==> src/rtl/dsp_ctrl_sequencer_if.sv <==
// Decode-to-sequencer handshake and the stage-aligned DSP48E1 control bundle.
// The master side is the decode stage; the slave side is the sequencer.
interface dsp_ctrl_sequencer_if #(
   parameter int CNT_W = 4,
   parameter int OPC_W = 5
);
   logic             op_valid;
   logic             op_ready;
   logic [OPC_W-1:0] opcode;
   logic [CNT_W-1:0] op_repeat;
   logic             stall;
   logic [4:0]       inmode_exe1;
   logic             cep_exe1;
   logic [6:0]       opmode_exe2;
   logic [3:0]       alumode_exe2;
   logic             carryin_exe2;
   logic             result_valid;
   logic             busy;

   modport master (
      output op_valid, opcode, op_repeat, stall,
      input  op_ready, inmode_exe1, cep_exe1, opmode_exe2, alumode_exe2,
             carryin_exe2, result_valid, busy
   );

   modport slave (
      input  op_valid, opcode, op_repeat, stall,
      output op_ready, inmode_exe1, cep_exe1, opmode_exe2, alumode_exe2,
             carryin_exe2, result_valid, busy
   );
endinterface

==> src/rtl/dsp_ctrl_sequencer.sv <==
// Issue sequencer for the DSP48E1 EXE1/EXE2 stages: decodes ALU opcodes,
// expands MAC into repeated accumulate slots and tracks result availability.
module dsp_ctrl_sequencer #(
   parameter int CNT_W = 4,
   parameter int OPC_W = 5
) (
   input  logic i_clk,
   input  logic i_rst_n,
   dsp_ctrl_sequencer_if.slave bus
);
   localparam logic [1:0] S_IDLE  = 2'd0;
   localparam logic [1:0] S_ISSUE = 2'd1;
   localparam logic [1:0] S_ACCUM = 2'd2;

   localparam logic [OPC_W-1:0] OP_ADD    = OPC_W'(1);
   localparam logic [OPC_W-1:0] OP_SUB    = OPC_W'(2);
   localparam logic [OPC_W-1:0] OP_MUL    = OPC_W'(3);
   localparam logic [OPC_W-1:0] OP_MAC    = OPC_W'(4);
   localparam logic [OPC_W-1:0] OP_MULADD = OPC_W'(5);

   localparam logic [4:0] IM_AB  = 5'b00000;
   localparam logic [4:0] IM_MUL = 5'b10001;
   localparam logic [6:0] OM_CAB = 7'b0110011;
   localparam logic [6:0] OM_M   = 7'b0000101;
   localparam logic [6:0] OM_PM  = 7'b0100101;
   localparam logic [6:0] OM_CM  = 7'b0110101;

   // One control word as it travels EXE1 -> EXE2; last marks the slot that completes an op.
   typedef struct packed {
      logic       vld;
      logic [4:0] inmode;
      logic [6:0] opmode;
      logic [3:0] alumode;
      logic       cin;
      logic       last;
   } ctl_t;

   logic [1:0]       r_state;
   logic [CNT_W-1:0] r_cnt;
   ctl_t [1:0]       r_stg;
   logic             r_res_vld;

   logic w_ready, w_xfer, w_mac_long;
   ctl_t w_dec, w_iss;

   assign w_ready    = i_rst_n && !bus.stall && (r_state == S_IDLE || r_state == S_ISSUE);
   assign w_xfer     = bus.op_valid && w_ready;
   assign w_mac_long = (bus.opcode == OP_MAC) && (bus.op_repeat != '0);

   always_comb begin
      w_dec = '0;
      case (bus.opcode)
         OP_ADD:    begin w_dec.vld = 1'b1; w_dec.inmode = IM_AB; w_dec.opmode = OM_CAB; end
         OP_SUB:    begin w_dec.vld = 1'b1; w_dec.inmode = IM_AB; w_dec.opmode = OM_CAB;
                          w_dec.alumode = 4'b0011; end
         OP_MUL,
         OP_MAC:    begin w_dec.vld = 1'b1; w_dec.inmode = IM_MUL; w_dec.opmode = OM_M; end
         OP_MULADD: begin w_dec.vld = 1'b1; w_dec.inmode = IM_MUL; w_dec.opmode = OM_CM; end
         default:   ;
      endcase
      w_dec.last = !w_mac_long;
   end

   // ACCUM owns the issue slot; otherwise a transferred opcode issues directly.
   always_comb begin
      w_iss = '0;
      if (r_state == S_ACCUM) begin
         w_iss.vld    = 1'b1;
         w_iss.inmode = IM_MUL;
         w_iss.opmode = OM_PM;
         w_iss.last   = (r_cnt <= CNT_W'(1));
      end else if (w_xfer) begin
         w_iss = w_dec;
      end
   end

   always_ff @(posedge i_clk or negedge i_rst_n) begin
      if (!i_rst_n) begin
         r_state   <= S_IDLE;
         r_cnt     <= '0;
         r_stg     <= '0;
         r_res_vld <= 1'b0;
      end else if (!bus.stall) begin
         r_stg[0]  <= w_iss;
         r_stg[1]  <= r_stg[0];
         r_res_vld <= r_stg[1].vld && r_stg[1].last;
         case (r_state)
            S_IDLE, S_ISSUE: begin
               if (w_xfer && w_mac_long) begin
                  r_state <= S_ACCUM;
                  r_cnt   <= bus.op_repeat;
               end else if (w_xfer) begin
                  r_state <= S_ISSUE;
               end else begin
                  r_state <= S_IDLE;
               end
            end
            S_ACCUM: begin
               r_cnt <= r_cnt - CNT_W'(1);
               if (r_cnt <= CNT_W'(1)) r_state <= S_IDLE;
            end
            default: r_state <= S_IDLE;
         endcase
      end
   end

   assign bus.op_ready     = w_ready;
   assign bus.inmode_exe1  = r_stg[0].inmode;
   assign bus.cep_exe1     = r_stg[0].vld && !bus.stall;
   assign bus.opmode_exe2  = r_stg[1].opmode;
   assign bus.alumode_exe2 = r_stg[1].alumode;
   assign bus.carryin_exe2 = r_stg[1].cin;
   assign bus.result_valid = r_res_vld;
   assign bus.busy         = (r_state != S_IDLE) || r_stg[0].vld || r_stg[1].vld;
endmodule

==> src/flat_wrapper.sv <==
// flat-port wrapper written by rule: the top's interface ports become plain ports
module dsp_ctrl_sequencer_flat 
#(
   parameter int CNT_W = 4,
   parameter int OPC_W = 5
)
  (i_clk, i_rst_n, bus_op_valid, bus_opcode, bus_op_repeat, bus_stall, bus_op_ready, bus_inmode_exe1, bus_cep_exe1, bus_opmode_exe2, bus_alumode_exe2, bus_carryin_exe2, bus_result_valid, bus_busy);
  dsp_ctrl_sequencer_if #(.CNT_W(CNT_W), .OPC_W(OPC_W)) bus_i ();
  input  logic i_clk;
  input  logic i_rst_n;
  input wire logic [$bits(bus_i.op_valid)-1:0] bus_op_valid;
  input wire logic [$bits(bus_i.opcode)-1:0] bus_opcode;
  input wire logic [$bits(bus_i.op_repeat)-1:0] bus_op_repeat;
  input wire logic [$bits(bus_i.stall)-1:0] bus_stall;
  output wire logic [$bits(bus_i.op_ready)-1:0] bus_op_ready;
  output wire logic [$bits(bus_i.inmode_exe1)-1:0] bus_inmode_exe1;
  output wire logic [$bits(bus_i.cep_exe1)-1:0] bus_cep_exe1;
  output wire logic [$bits(bus_i.opmode_exe2)-1:0] bus_opmode_exe2;
  output wire logic [$bits(bus_i.alumode_exe2)-1:0] bus_alumode_exe2;
  output wire logic [$bits(bus_i.carryin_exe2)-1:0] bus_carryin_exe2;
  output wire logic [$bits(bus_i.result_valid)-1:0] bus_result_valid;
  output wire logic [$bits(bus_i.busy)-1:0] bus_busy;
  assign bus_i.op_valid = bus_op_valid;
  assign bus_i.opcode = bus_opcode;
  assign bus_i.op_repeat = bus_op_repeat;
  assign bus_i.stall = bus_stall;
  assign bus_op_ready = bus_i.op_ready;
  assign bus_inmode_exe1 = bus_i.inmode_exe1;
  assign bus_cep_exe1 = bus_i.cep_exe1;
  assign bus_opmode_exe2 = bus_i.opmode_exe2;
  assign bus_alumode_exe2 = bus_i.alumode_exe2;
  assign bus_carryin_exe2 = bus_i.carryin_exe2;
  assign bus_result_valid = bus_i.result_valid;
  assign bus_busy = bus_i.busy;
  dsp_ctrl_sequencer #(.CNT_W(CNT_W), .OPC_W(OPC_W)) u_core (.i_clk(i_clk), .i_rst_n(i_rst_n), .bus(bus_i));
endmodule
==> config.mk <==
export PLATFORM = sky130hd
export DESIGN_NAME = dsp_ctrl_sequencer_flat
export DESIGN_NICKNAME = d
export VERILOG_FILES = /design/src/rtl/dsp_ctrl_sequencer_if.sv /design/src/rtl/dsp_ctrl_sequencer.sv /design/src/flat_wrapper.sv
export SDC_FILE = /design/constraint.sdc
export NUM_CORES = 1
export LEC_CHECK = 0
export CORE_ASPECT_RATIO = 0.5
export CORE_MARGIN = 3
export CORE_UTILIZATION = 30
export DETAILED_ROUTE_END_ITERATION = 12
export SYNTH_ARGS = -nofsm -noshare
export SYNTH_HDL_FRONTEND = slang
export SYNTH_SLANG_ARGS = --single-unit
==> constraint.sdc <==
create_clock -name i_clk -period 2 [get_ports i_clk]
set_input_delay 0.2 -clock i_clk [delete_from_list [all_inputs] [get_ports i_clk]]
set_output_delay 0.2 -clock i_clk [all_outputs]
set_load 0.02 [all_outputs]
==> results.md <==
- Pre-antenna DRT Iters: 4
- Crit-path max FO: 13
- PwrDens: 669 nW/um^2
- Ys Warns: 0
- Max Cap Viol: 0
- Unique masters post-synth: 36
- Reg power frac: 0.493
- Chip Width: 94.9 um
- Detail Placement HPWL: roughly 1.9 mm
- Cell taking the most area after synthesis: dfrtp_1
- Net Sw Power: 0.000286 W
- Post-CTS setup buffer count: 0
- Post-route minimum period: 1.87 ns
- Starting Density: 0.329
- Routability Congestion: 0.803
- Clk pin slew, worst setup/hold paths: roughly 0.07 ns
- CTS Sinks: 21
- Multi-input logic area: 509 um^2
- Final setup fails: 0
- Clock Skews: between 0.001 and 0.0015 ns
- Routed wire length: 2.28 mm
- Switching part of the total power: 0.287
- Skew-Pair Late Insertion Delay: 0.26 ns
- LEAKAGE: 0.700 nW
- Power Total: around 0.0010 W
- Fin area: 1490 um^2
- Synth top area cells: dfrtp_1 44%, buf_4 11%, mux2_2 4.7%, nand2_1 2.8%, a21o_1 2.5%
- Post-synthesis cell count: 114
- Seq cells post-synth: 21
- Int Power: between 0.0007 and 0.0008 W
- Async SR Flop Fraction: 1.00
- Combinational power share: 0.230
- Core box area: 3600 um^2
- Most frequent cell after synthesis: dfrtp_1
- Top cells by count, synth: 21 x dfrtp_1, 17 x buf_4, 9 x nand2_1
- Synth Cell Area: 1190 um^2
- Final TNS setup: 0 ns
- Crit end category: primary output
- Post-synthesis average cell area: 10.4 um^2
- First-pass GRT wire length: ~3.8 mm
- Max clock buf depth: 2
- Reg area: 526 um^2
- Most used DFF post-synth: dfrtp_1
- Worst IR Drop VDD: between 150 and 200 uV
- Port bufs: 25
- CTS tree: done
- Largest net degree at the start of global routing: 15
- Unrepaired setup endpoints after global routing: no
- Layout cells sized above 1: 0.179
- Die area: 4790 um^2
- Hold Path Class: input port to async pin
- CTS buffer count: 3
- Final hold vios: 0
- Final ANT Viol Nets: 0
- Ports: 34
- DP Area: 1440 um^2
- Period utilization: 0.936
- Total number of vias: 869
- CP arrival: 1.67 ns
- Clock network fraction of total power: 0.277
- Antenna cells: 0
- Max Freq: 534 MHz
- CP startpoint kind: input port
- Rows: 15
- Initial antenna violation count: 0
- Sequential area share after synthesis: 0.443
- Final Max Tran Viols: 0
- Number of synthesized flops with an enable pin: 0
- H-tree levels: 1
- Hold Buf Count CTS: 0
- Total grt overflow: 0
- Number of global-route vias before repair: 805
- DRC viols: 0
- Post-DR wirelength/cell: 12.0 um
- Fin nets: 156
- Status: completed
- Initial drt markers: 33
- Die height: 50.5 um
- Share of the synthesized area in the top cell type: 0.443
- Worst setup path category: input port to primary output
- Worst path required time: ~1.8 ns
- Area Growth Syn to Fin: 25.6%
- # fillers: 361
- Root Buffer: clkbuf_8
- Vias per inst: 4.55
- GRT Total Usage: 0.104
path summary, 6_finish.rpt:
kind	startpoint	end	slack (ns)	depth (start not counted)
max	bus_stall	bus_cep_exe1	0.13	4
max in group asynchronous	i_rst_n	u_core.r_stg[19]	1.47	2
min in group i_clk	u_core.r_stg[10]	u_core.r_stg[10]	0.48	2
min	i_rst_n	u_core.r_cnt[2]	0.34	2
min reg2reg	u_core.r_stg[10]	u_core.r_stg[10]	0.48	2
max reg2reg	u_core.r_state[1]	u_core.r_cnt[1]	0.32	4
layer usage:
layer | vias up | global-route usage | wire length (um)
li1 | 440 | - | -
met1 | 402 | 0.141 | 1090
met2 | 25 | 0.160 | 1020
met3 | 2 | 0.0344 | 142
met4 | 0 | 0.0287 | 23
met5 | - | 0 | 0
cell usage in the layout (no fill, tap or decap), types with 4 or more instances in the layout:
| cell type | count |
|---|---|
| o21ai_0 | 5 |
| clkdlybuf4s50_1 | 23 |
| inv_1 | 5 |
| mux2_2 | 5 |
| nor2_1 | 4 |
| a21oi_1 | 5 |
| conb_1 | 8 |
| dfrtp_1 | 21 |
| nand2_1 | 9 |
| a21o_1 | 4 |
| buf_4 | 10 |
cells by family (layout without fill, tap and decap cells):
kind of cell    after synthesis  in the layout  synth area share
fa+ha+maj                     2              2            0.0211
compound gates               24             24             0.136
other cells                   1              8           0.00316
simple gates                 34             34             0.182
flops                        21             21             0.443
mux                           7              7            0.0643
buf+inv                      25             44             0.150
timing repair:
action	CTS	global route
gates resized for setup	1	1
setup endpoints to repair	1	1
pin swaps	0	0
hold endpoints to repair	0	0
cell type report:
type | instances | area share
Tap cell | 51 | 0.0428
Inverter | 5 | 0.0126
Multi-Input combinational cell | 75 | 0.342
Timing Repair Buffer | 35 | 0.219
Clock buffer | 3 | 0.0277
Clock inverter | 1 | 0.00336
Sequential cell | 21 | 0.353
power by group through the flow:
stage	Sequential (W)	Clock, W	Combinational [W]
floorplan	0.000493	0	0.000158
global placement	0.000499	0	0.000231
detailed placement	0.000500	0	0.000234
CTS	0.000491	0.000285	0.000233
global route	0.000497	0.000303	0.000253
finish	0.000491	0.000276	0.000230
critical path: stages:
cell,delay (ns)
clkdlybuf4s50_1,0.47
buf_4,0.21
nor2_1,0.16
clkdlybuf4s50_1,0.63
registers in the layout (all words and copies together), names as in the netlist:
name / count
u_core.bus.opmode_exe2: 5
u_core.r_state: 2
u_core.bus.result_valid: 1
u_core.r_stg: 8
u_core.bus.alumode_exe2: 1
u_core.r_cnt: 4
stage by stage:
| stage | hold slack [ns] | utilization | setup slack (ns) | cells |
|---|---|---|---|---|
| detailed placement | 0.466 | 0.400 | 0.0507 | 187 |
| finish | 0.335 | 0.414 | 0.128 | 191 |
| global placement | 0.466 | 0.400 | 0.0269 | 187 |
| CTS | 0.334 | 0.413 | 0.0458 | 191 |
| floorplan | -0.0956 | - | 0.383 | 121 |
| global route | 0.370 | 0.414 | 0.0314 | 191 |
Power figures use the tool's default switching activity.
==> patch 1: new RTL, config.mk and constraints unchanged <==
Reset style: synchronous (`i_rst_n`), changed in one clocked block.
--- a/src/rtl/dsp_ctrl_sequencer.sv
+++ b/src/rtl/dsp_ctrl_sequencer.sv
@@ -74,7 +74,7 @@
       end
    end
 
-   always_ff @(posedge i_clk or negedge i_rst_n) begin
+   always_ff @(posedge i_clk) begin
       if (!i_rst_n) begin
          r_state   <= S_IDLE;
          r_cnt     <= '0;
Behaviour: differs if i_rst_n is asserted again (counterexample within 4 cycles, from zero or initial values and one cycle with i_rst_n low); with i_rst_n held inactive, the same outputs for 10 cycles.
==> patch 1 against the unedited design <==
- worst setup slack worse by 0.00055 ns
- via count is 8.9% higher
- sequential cell count stayed put
- fmax hardly changed
- synthesized area is 2.3% lower
- final area is 3.9% lower
- routed wire length is 4.6% higher
- total power is 16% lower
- critical path type is now flop to output pin
- highest routed layer is now met3
==> patch 1: results <==
status:
  status: "complete, no violations"
routing:
  drt-initial-drc-count: 70
  top_layer: "met3"
worst_setup_path:
  critical_path.startpoint: "u_core.r_state[0]"
  crit_fanout: 5
  cp-endpoint: "bus_busy"
  reg2reg_slack_ns: 0.55
  worst_path_largest_cell_delay_ns: 0.55
  rr_endpoint: "u_core.r_cnt[1]"
cells_and_area:
  multi_input_gates: 94
  nFlopsAndLatches: 21
  inverters_excl_clock: 4
  buffers: 30
  fillers: 372
  drive_gt1_share_pct: 11.8
  largest_reg_flops: 7
  buf_share_pct: 20.1
  clkCellAreaFrac_pct: 3.23
  seqCellArea_um2: 420
placed_design:
  post_dp_cell_area_mm2: 0.00139
  globalplace.congestion: 0.818
global_route:
  grt_pass1_wl_mm: 3.84
  grt.met2_usage_pct: 16.2
  grt_use_met3_pct: 2.29
  grt_max_degree: 19
  first_global_vias: 849
power:
  leakagePower_nw: 0.530
  combPwrFrac_pct: 15.5
  sw_frac_of_total_pct: 25.5
  power_density_mw_per_mm2: 585
  ir_worst_vdd_mv: 0.248
logic_synthesis:
  synthArstFlopShare_pct: 0
  synth_area_leaders: "dfxtp_1 (36%), buf_4 (11%), a21oi_1 (5.6%)"
  synthDistinctLibCells: 37
  yosysSeqAreaShare_pct: 36.3
sta:
  fin_skew_ns: 0.00299
worst_hold_path:
  hp-class: "flop to flop"
clocking:
  cts_resized: 0
[patch 1: logic make-up (layout without fill, tap and decap cells)]
family | Yosys count | after routing | share of synthesized area (%)
buf+inv | 25 | 38 | 14.3
other cells | 1 | 8 | 0.324
flops | 21 | 21 | 36.3
simple gates | 50 | 50 | 24.5
fa+ha+maj | 2 | 2 | 2.16
compound gates | 27 | 27 | 16.5
xor+xnor | 1 | 1 | 0.756
mux | 6 | 6 | 5.18
[patch 1: through the flow]
| stage | std cells | setup slack [ns] |
|---|---|---|
| after global placement | 200 | 0.189 |
| after CTS | 204 | 0.117 |
| after detailed placement | 200 | 0.162 |
| final | 204 | 0.128 |
| after global routing | 204 | 0.0768 |
| after floorplan | 140 | 0.667 |
[patch 1: critical path: cells and delay by family, from the launching register on]
kind | cells | cell delay (ns)
buf+inv | 1 | 0.55
simple gates | 1 | 0.52
flops | 1 | 0.35
==> patch 2: new RTL, same flow settings <==
Without the edit above. `OPC_W` is set to 5 in 3 places; all go to 7.
--- a/src/rtl/dsp_ctrl_sequencer_if.sv
+++ b/src/rtl/dsp_ctrl_sequencer_if.sv
@@ -2,7 +2,7 @@
 // The master side is the decode stage; the slave side is the sequencer.
 interface dsp_ctrl_sequencer_if #(
    parameter int CNT_W = 4,
-   parameter int OPC_W = 5
+   parameter int OPC_W = 7
 );
    logic             op_valid;
    logic             op_ready;
--- a/src/rtl/dsp_ctrl_sequencer.sv
+++ b/src/rtl/dsp_ctrl_sequencer.sv
@@ -2,7 +2,7 @@
 // expands MAC into repeated accumulate slots and tracks result availability.
 module dsp_ctrl_sequencer #(
    parameter int CNT_W = 4,
-   parameter int OPC_W = 5
+   parameter int OPC_W = 7
 ) (
    input  logic i_clk,
    input  logic i_rst_n,
--- a/src/flat_wrapper.sv
+++ b/src/flat_wrapper.sv
@@ -2,7 +2,7 @@
 module dsp_ctrl_sequencer_flat 
 #(
    parameter int CNT_W = 4,
-   parameter int OPC_W = 5
+   parameter int OPC_W = 7
 )
   (i_clk, i_rst_n, bus_op_valid, bus_opcode, bus_op_repeat, bus_stall, bus_op_ready, bus_inmode_exe1, bus_cep_exe1, bus_opmode_exe2, bus_alumode_exe2, bus_carryin_exe2, bus_result_valid, bus_busy);
   dsp_ctrl_sequencer_if #(.CNT_W(CNT_W), .OPC_W(OPC_W)) bus_i ();
Ports: changed (resized bus_opcode); port bits go from 34 to 36. No check against the original RTL was run, so the function may have changed too.
==> patch 2 against the unedited design <==
- core utilization grew 1.5 points
- synthesized area grew 5.2%
- non-clock buffer count grew 2
- critical path type unchanged
- sequential cell count is the same
- routed wire length grew 3.5%
- highest routed layer unchanged
- final cell count grew 3.7%
- worst setup slack gained 0.017 ns
- critical path depth shrank 1
- final area grew 6.2%
- global-route usage shrank 1.1 points
Power is not compared: it rests on default switching activity, and its combinational part moved more than twofold at a synthesized area within 25%.
==> patch 2: results <==
status:
  status: "complete, no violations"
power:
  power.internal_mw: 0.970
  combPwrFrac_pct: 40.8
  sw_frac_of_total_pct: 35.1
  leakagePower_nw: 0.691
  ir_worst_vdd_mv: 0.244
  pg_seq_mw: 0.612
worst_setup_path:
  worst_path_largest_cell_delay_ns: 0.64
  arrival_ns: 1.65
  cp-endpoint: "bus_op_ready"
  r2r_cells: 5
  reg2reg_slack_ns: 0.47
  crit_fanout: 9
  rr_endpoint: "u_core.r_cnt[2]"
  reg2reg_from: "u_core.r_state[1]"
  crit_slowest_cell: "clkdlybuf4s50_1"
  critical_path.startpoint: "bus_stall"
  crit_family: "buffers and inverters"
logic_synthesis:
  synthTopCellsByCount: "dfrtp_1 (21), buf_4 (17), a21oi_1 (7), nand2_1 (7), mux2_2 (6)"
  synth_area_leaders: "dfrtp_1 (42%), buf_4 (10%), mux2_2 (5.4%)"
  yosys_warnings: 0
  yosysSeqAreaShare_pct: 42.1
  synthArstFlopShare_pct: 100
  synth-main-ff-cell: "dfrtp_1"
  synthDistinctLibCells: 45
  syn_inst: 121
routing:
  dr.pass1.iters: 4
  wl_per_cell_um: 11.9
  wl_mm: 2.36
  vias_per_cell: 4.68
  drt-initial-drc-count: 47
cells_and_area:
  nets: 165
  top_register: "u_core.r_stg"
  area_growth_pct: 26.9
  drive_gt1_share_pct: 20.4
  fillers: 367
  largest_reg_flops: 8
worst_hold_path:
  hp-class: "input pin to async pin"
sta:
  fin_crit_ns: 1.85
  hold_violations: 0
  fin_skew_ns: 0.000726
  slew_headroom_pct: 66.7
  whs_ns: 0.358
placed_design:
  dp_hpwl_mm: 1.97
  io_buffers: 27
  post_dp_cell_area_mm2: 0.00153
  globalplace.congestion: 0.810
  placed_cells: 194
  pre_cts_slack_ns: 0.117
global_route:
  antenna_found_initial: 0
  grt_use_total_pct: 9.35
  grt_max_degree: 18
  first_global_vias: 799
  grt_pass1_wl_mm: 3.78
clocking:
  cts_max_path_buffers: 2
  root_buffer: "clkbuf_8"
  cts_buffers: 3
  post_cts_buffers: 0
  htreeDepth: 1
patch 2: cell families after synthesis:
kind of cell,Yosys count,synth area share [%]
AO/OA/AOI/OAI,24,13.6
XOR/XNOR,1,0.702
adder cells (fa/ha/maj),2,2.01
buffers and inverters,27,13.4
flip-flops,21,42.1
multiplexers,7,6.22
other,1,0.301
AND/OR/NAND/NOR,38,21.6
patch 2: repair_timing:
action | in CTS | in global routing
gates resized for setup | 0 | 1
endpoints found under the setup margin | 0 | 1
endpoints found under the hold margin | 0 | 0
patch 2: metal layers:
metal / wire length (µm) / vias to the layer above / global-route usage [%] / part of all wire, %
met5: 0 / - / 0 / 0
met3: 116 / 2 / 2.01 / 4.9
li1: - / 467 / - / -
met1: 1230 / 430 / 13.3 / 52
met4: 16 / 0 / 2.10 / 0.68
met2: 996 / 28 / 14.6 / 42
patch 2: layout make-up:
type	instances	area share, %
multi-input cells	80	36.7
clock inverters	1	0.316
well taps	51	4.03
inverters	5	1.19
flip-flops and latches	21	33.2
clock buffers	3	2.61
repair buffers	37	22.0
